File: src/rtl/fp_mul_seq.sv
// Sequential single-precision float multiplier: shift-add mantissa product, truncating rounding,
// denormal flush, canonical quiet NaN, valid/ready handshake on both sides.
module fp_mul_seq #(
   parameter int EXP_BITS       = 8,
   parameter int FRAC_BITS      = 23,
   parameter int BITS_PER_CYCLE = 1
) (
   input  logic                          clk,
   input  logic                          rst_n,
   input  logic                          in_valid,
   output logic                          in_ready,
   input  logic [EXP_BITS+FRAC_BITS:0]   a,
   input  logic [EXP_BITS+FRAC_BITS:0]   b,
   output logic                          out_valid,
   input  logic                          out_ready,
   output logic [EXP_BITS+FRAC_BITS:0]   result,
   output logic [2:0]                    flags
);

   localparam int W    = 1 + EXP_BITS + FRAC_BITS;
   localparam int MW   = FRAC_BITS + 1;
   localparam int PW   = 2 * MW;
   localparam int N    = MW / BITS_PER_CYCLE;
   localparam int CW   = $clog2(N + 1);
   localparam int EW   = EXP_BITS + 2;
   localparam int EMAX = (1 << EXP_BITS) - 1;
   localparam int BIAS = EMAX >> 1;

   localparam logic [W-1:0] QNAN = {1'b0, {EXP_BITS{1'b1}}, 1'b1, {(FRAC_BITS-1){1'b0}}};

   typedef enum logic [1:0] {S_IDLE, S_MUL, S_NORM, S_DONE} state_t;

   state_t                  state_q, state_d;
   logic [CW-1:0]           cnt_q, cnt_d;
   logic                    sign_q, sign_d;
   logic [EXP_BITS-1:0]     ea_q, ea_d, eb_q, eb_d;
   logic [PW-1:0]           mcand_q, mcand_d;
   logic [MW-1:0]           mplier_q, mplier_d;
   logic [PW-1:0]           acc_q, acc_d;
   logic [W-1:0]            result_q, result_d;
   logic [2:0]              flags_q, flags_d;

   logic [EXP_BITS-1:0]     a_exp, b_exp;
   logic [FRAC_BITS-1:0]    a_frac, b_frac;
   logic                    a_zero, b_zero, a_inf, b_inf, a_nan, b_nan, is_special;
   logic [W+2:0]            special_pack, norm_pack;
   logic [PW-1:0]           step_sum;
   logic signed [EW-1:0]    e_norm;
   logic [FRAC_BITS-1:0]    m_norm;

   // Saturate the biased exponent into a packed {flags, float}: overflow to inf, underflow to zero.
   function automatic logic [W+2:0] pack_result(input logic sgn,
                                                input logic signed [EW-1:0] e,
                                                input logic [FRAC_BITS-1:0] m);
      if (e >= $signed(EW'(EMAX)))
         pack_result = {3'b010, sgn, {EXP_BITS{1'b1}}, {FRAC_BITS{1'b0}}};
      else if (e <= $signed(EW'(0)))
         pack_result = {3'b001, sgn, {EXP_BITS{1'b0}}, {FRAC_BITS{1'b0}}};
      else
         pack_result = {3'b000, sgn, e[EXP_BITS-1:0], m};
   endfunction

   assign a_exp  = a[W-2:FRAC_BITS];
   assign b_exp  = b[W-2:FRAC_BITS];
   assign a_frac = a[FRAC_BITS-1:0];
   assign b_frac = b[FRAC_BITS-1:0];
   assign a_zero = (a_exp == '0);
   assign b_zero = (b_exp == '0);
   assign a_inf  = (a_exp == EXP_BITS'(EMAX)) && (a_frac == '0);
   assign b_inf  = (b_exp == EXP_BITS'(EMAX)) && (b_frac == '0);
   assign a_nan  = (a_exp == EXP_BITS'(EMAX)) && (a_frac != '0);
   assign b_nan  = (b_exp == EXP_BITS'(EMAX)) && (b_frac != '0);
   assign is_special = a_zero | b_zero | a_inf | b_inf | a_nan | b_nan;

   always_comb begin
      special_pack = {3'b000, a[W-1] ^ b[W-1], {(W-1){1'b0}}};
      if (a_nan | b_nan | (a_inf & b_zero) | (a_zero & b_inf))
         special_pack = {3'b100, QNAN};
      else if (a_inf | b_inf)
         special_pack = {3'b000, a[W-1] ^ b[W-1], {EXP_BITS{1'b1}}, {FRAC_BITS{1'b0}}};
   end

   // One MUL cycle retires BITS_PER_CYCLE multiplier bits into the accumulator.
   always_comb begin
      step_sum = acc_q;
      for (int i = 0; i < BITS_PER_CYCLE; i++)
         if (mplier_q[i]) step_sum = step_sum + (mcand_q << i);
   end

   always_comb begin
      e_norm = $signed({2'b00, ea_q}) + $signed({2'b00, eb_q}) - $signed(EW'(BIAS))
             + $signed({{(EW-1){1'b0}}, acc_q[PW-1]});
      m_norm = acc_q[PW-1] ? acc_q[PW-2:MW] : acc_q[PW-3:MW-1];
      norm_pack = pack_result(sign_q, e_norm, m_norm);
   end

   always_comb begin
      state_d   = state_q;
      cnt_d     = cnt_q;
      sign_d    = sign_q;
      ea_d      = ea_q;
      eb_d      = eb_q;
      mcand_d   = mcand_q;
      mplier_d  = mplier_q;
      acc_d     = acc_q;
      result_d  = result_q;
      flags_d   = flags_q;
      in_ready  = 1'b0;
      out_valid = 1'b0;
      unique case (state_q)
         S_IDLE: begin
            in_ready = 1'b1;
            if (in_valid) begin
               sign_d   = a[W-1] ^ b[W-1];
               ea_d     = a_exp;
               eb_d     = b_exp;
               mcand_d  = {{(PW-MW){1'b0}}, 1'b1, a_frac};
               mplier_d = {1'b1, b_frac};
               acc_d    = '0;
               cnt_d    = '0;
               if (is_special) begin
                  {flags_d, result_d} = special_pack;
                  state_d = S_DONE;
               end else begin
                  state_d = S_MUL;
               end
            end
         end
         S_MUL: begin
            acc_d    = step_sum;
            mcand_d  = mcand_q << BITS_PER_CYCLE;
            mplier_d = mplier_q >> BITS_PER_CYCLE;
            cnt_d    = cnt_q + CW'(1);
            if (cnt_q == CW'(N - 1)) state_d = S_NORM;
         end
         S_NORM: begin
            {flags_d, result_d} = norm_pack;
            state_d = S_DONE;
         end
         S_DONE: begin
            out_valid = 1'b1;
            if (out_ready) state_d = S_IDLE;
         end
         default: state_d = S_IDLE;
      endcase
   end

   always_ff @(posedge clk or negedge rst_n) begin
      if (!rst_n) begin
         state_q  <= S_IDLE;
         cnt_q    <= '0;
         sign_q   <= 1'b0;
         ea_q     <= '0;
         eb_q     <= '0;
         mcand_q  <= '0;
         mplier_q <= '0;
         acc_q    <= '0;
         result_q <= '0;
         flags_q  <= '0;
      end else begin
         state_q  <= state_d;
         cnt_q    <= cnt_d;
         sign_q   <= sign_d;
         ea_q     <= ea_d;
         eb_q     <= eb_d;
         mcand_q  <= mcand_d;
         mplier_q <= mplier_d;
         acc_q    <= acc_d;
         result_q <= result_d;
         flags_q  <= flags_d;
      end
   end

   assign result = result_q;
   assign flags  = flags_q;

endmodule
File: config.mk
export PLATFORM = sky130hd
export DESIGN_NAME = fp_mul_seq
export DESIGN_NICKNAME = d
export VERILOG_FILES = /design/src/rtl/fp_mul_seq.sv
export SDC_FILE = /design/constraint.sdc
export NUM_CORES = 1
export LEC_CHECK = 0
export CAP_MARGIN = 20
export CORE_MARGIN = 10
export CORE_UTILIZATION = 30
export CTS_CLUSTER_SIZE = 16
export DETAILED_ROUTE_END_ITERATION = 7
export PLACE_DENSITY = 0.47
export SLEW_MARGIN = 10
export SYNTH_ARGS = -nofsm -noshare
export SYNTH_HDL_FRONTEND = slang
export SYNTH_SLANG_ARGS = --single-unit
export TNS_END_PERCENT = 1
File: constraint.sdc
create_clock -name clk -period 8.6 [get_ports clk]
set_input_delay 1.29 -clock clk [delete_from_list [all_inputs] [get_ports clk]]
set_output_delay 1.29 -clock clk [all_outputs]
set_load 0.01 [all_outputs]
==> impl_metrics.py <==
metrics = {
    "worst_setup_path": {
        "crit_path_end_kind": "flop",
        "critPathMaxFanout": 22,
        "worstSetupPathType": "input pin to flop",
        "required_ns": 8.96,
        "start_kind": "input pin",
        "arrival_ns": 4.32,
    },
    "hold_path": {
        "hp-class": "flop to flop",
    },
    "logic_synthesis": {
        "synth.avg_cell_area_um2": 9.48,
        "yosys.area.top_type": "dfrtp_1",
        "async_reset_ff_share_pct": 100,
        "syn_nets": 1274,
        "synth-edff-count": 0,
        "synth_top_area_share_pct": 41.6,
        "synth_cell_types": 66,
        "synth_top_flop_cell": "dfrtp_1",
        "synth_seq_cells": 179,
        "ys.warnings.count": 0,
        "seq_area_frac_synth_pct": 41.6,
        "netlist_area_um2": 10800,
        "syn_inst": 1136,
        "synth_area_leaders": "dfrtp_1 (42%), ha_1 (7.9%), mux2i_1 (6.3%)",
    },
    "timing": {
        "rsz0062_at_grt": "false",
        "min_period_over_period_pct": 46.0,
        "hold_viol": 0,
        "slew_violations": 0,
        "worstMarginPinSlew_ns": 0.950,
        "timing.slew.headroom_pct": 36.7,
        "final.setup.tns_ns": 0,
        "fmax_ghz": 0.253,
        "skew_ns": 0.0152,
        "setup_viol": 0,
        "min_period_ns": 3.96,
    },
    "floorplanning": {
        "dieArea_um2": 43900,
        "rows": 69,
        "fp.dieH_um": 209,
        "die_w_um": 209,
        "ios": 105,
        "start_util_pct": 30.3,
        "core-area_um2": 35500,
    },
    "routing": {
        "routedWlPerCell_um": 17.7,
        "drc": 0,
        "drtIter0Drc": 339,
        "viasPerCell": 5.18,
        "wl_um": 29800,
        "dr.pass1.iters": 4,
        "vias": 8690,
        "ant_nets": 0,
    },
    "global_route": {
        "met2_usage_pct": 20.8,
        "grt.busiest_layer": "met2",
        "grt_pass1_wl_um": 48400,
        "antenna_found_initial": 0,
        "grt_use_total_pct": 13.4,
        "grt_max_degree": 112,
        "grt-ovfl-total": 0,
        "grt_use_met3_pct": 2.78,
        "grtUsageMet1_pct": 18.6,
        "grt_pass1_vias": 8770,
    },
    "pwr": {
        "share_comb_of_total_power_pct": 53.0,
        "p_sw_share_pct": 44.1,
        "power_switching_w": 0.00202,
        "power.share.sequential_pct": 28.6,
        "cell_internal_pwr_w": 0.00256,
        "power.density_nw_per_um2": 356,
        "p_leak_nw": 5.50,
        "p_clk_share_pct": 18.4,
        "vdd_drop_max_mv": 0.164,
    },
    "cells_and_area": {
        "final_nets": 1343,
        "final-seq-area_um2": 4480,
        "n_antenna_cell": 0,
        "finish.utilization_pct": 36.3,
        "nFillCells": 3577,
        "multi_input_area_um2": 5980,
        "drive_above_1_share_pct": 6.90,
        "syn_to_final_growth_pct": 19.5,
    },
    "run": {
        "maxCapViolations": 0,
    },
    "cts": {
        "clockBufferDepth": 2,
        "cts.repair.resized": 0,
        "cts-htree-levels": 4,
        "holdBufCountCts": 0,
        "cts_made_buffers": 17,
        "cts_root_buf": "clkbuf_16",
        "clk_pin_slew_ns": 0.07,
        "worstSkewPairLatency_ns": 0.46,
        "cts_tree": "built",
        "cts_num_sinks": 179,
        "postCtsSetupBuffers": 0,
    },
    "outcome": {
        "run_status": "completed",
    },
    "place": {
        "hpwlAfterDp_um": 21600,
        "portBuffers": 104,
        "routabilityCongestion": 0.843,
    },
}
## worst max-delay path, cell delays in order
cell             delay [ns]
clkdlybuf4s50_1        0.44
nor4_1                 0.37
nand2_1                0.13
and3_1                 0.22
o21ai_1                0.39
and3_1                 0.39
nand3_1                0.70
o21ai_1                0.37
## layout make-up
class,count,area share [%]
multi-input combinational,869,46.5
tap,461,4.48
sequential,179,34.8
inverter,23,0.671
clock buffer,19,3.44
timing repair buffer,115,8.76
clock inverter,13,1.32
## cell usage in the layout, fill, tap and decap left out, drive strengths merged, types with 17 or more instances in the layout
cell,instances
clkdlybuf4s50,103
inv,28
nand2,110
ha,68
nor3,17
clkbuf,20
a21o,35
mux2i,68
nor4,18
a21oi,103
mux2,18
xnor2,27
nand3,18
o21ai,101
nand4,24
xor2,23
nor2,85
dfrtp,179
a22o,32
## cells by family after synthesis
| family | count (synthesis) | share of synthesized area (%) |
|---|---|---|
| AO/OA/AOI/OAI | 355 | 21.6 |
| XOR/XNOR | 50 | 4.07 |
| adder cells (fa/ha/maj) | 70 | 8.28 |
| buffers and inverters | 88 | 3.10 |
| flip-flops | 179 | 41.6 |
| multiplexers | 86 | 8.21 |
| AND/OR/NAND/NOR | 308 | 13.2 |
## power by group through the flow
stage | Combinational, W | Sequential [W] | Clock, W
2_1_floorplan | 0.00181 | 0.00126 | 0
3_3_place_gp | 0.00243 | 0.00133 | 0
3_5_place_dp | 0.00244 | 0.00133 | 0
4_1_cts | 0.00245 | 0.00132 | 0.000866
5_1_grt | 0.00272 | 0.00135 | 0.000902
6_report | 0.00243 | 0.00131 | 0.000843
## Yosys cell counts, drive strengths merged, types with 2 or more instances
master     n
nor3      17
nand2b     3
o211ai     4
xor2      23
a31oi     12
a21boi     3
nor4      18
mux2      18
a22o      32
a211oi     6
a21oi    103
o21bai     9
clkbuf    57
a221o     10
nor2      85
o21a      10
xnor2     27
dfrtp    179
mux2i     68
or3        6
a31o       2
nand2    110
o2111ai    2
o21ai    101
and3      10
o31ai      3
o22ai      3
inv       23
a21o      35
and2       4
buf        8
a2111oi    2
ha        68
a211o      4
and4       3
fa         2
or2        3
nor2b      3
nand4     24
a311o      2
nand3     18
a32o       3
## sequential cells by signal, summed over array words and instances (netlist names)
| name | cells |
|---|---|
| result | 32 |
| flags | 3 |
| acc_q | 48 |
| mcand_q | 48 |
| state_q | 2 |
| ea_q | 8 |
| mplier_q | 24 |
| eb_q | 8 |
| cnt_q | 5 |
| sign_q | 1 |
## worst paths after layout
path,start,to,slack (ns),cells after the start
worst max-delay path,a[23],result[12],4.64,8
worst min-delay path,result[16],result[16],0.48,2
worst max register to register,acc_q[47],result[12],4.73,14
worst min register to register,result[16],result[16],0.48,2
max in group asynchronous,rst_n,mcand_q[9],6.20,2
min in group asynchronous,rst_n,result[26],0.95,1
## through the flow
stage                     area (µm²)  total power (W)  instances  hold slack [ns]  worst slack, ns
final                          12900          0.00459       1679            0.485             4.64
after global routing           12900          0.00497       1679            0.507             4.35
after CTS                      12900          0.00463       1679            0.493             4.60
after detailed placement       12300          0.00377       1647            0.476             4.12
after global placement         12300          0.00376       1647            0.468             4.27
after floorplan                10800          0.00308       1136            0.450             4.83
## routing by layer
metal	up-vias	share of wire, %
met5	-	0
met1	4248	50
met2	114	45
met4	0	1.0
li1	4310	-
met3	18	3.2
No activity file was read; power rests on OpenSTA's default activity.
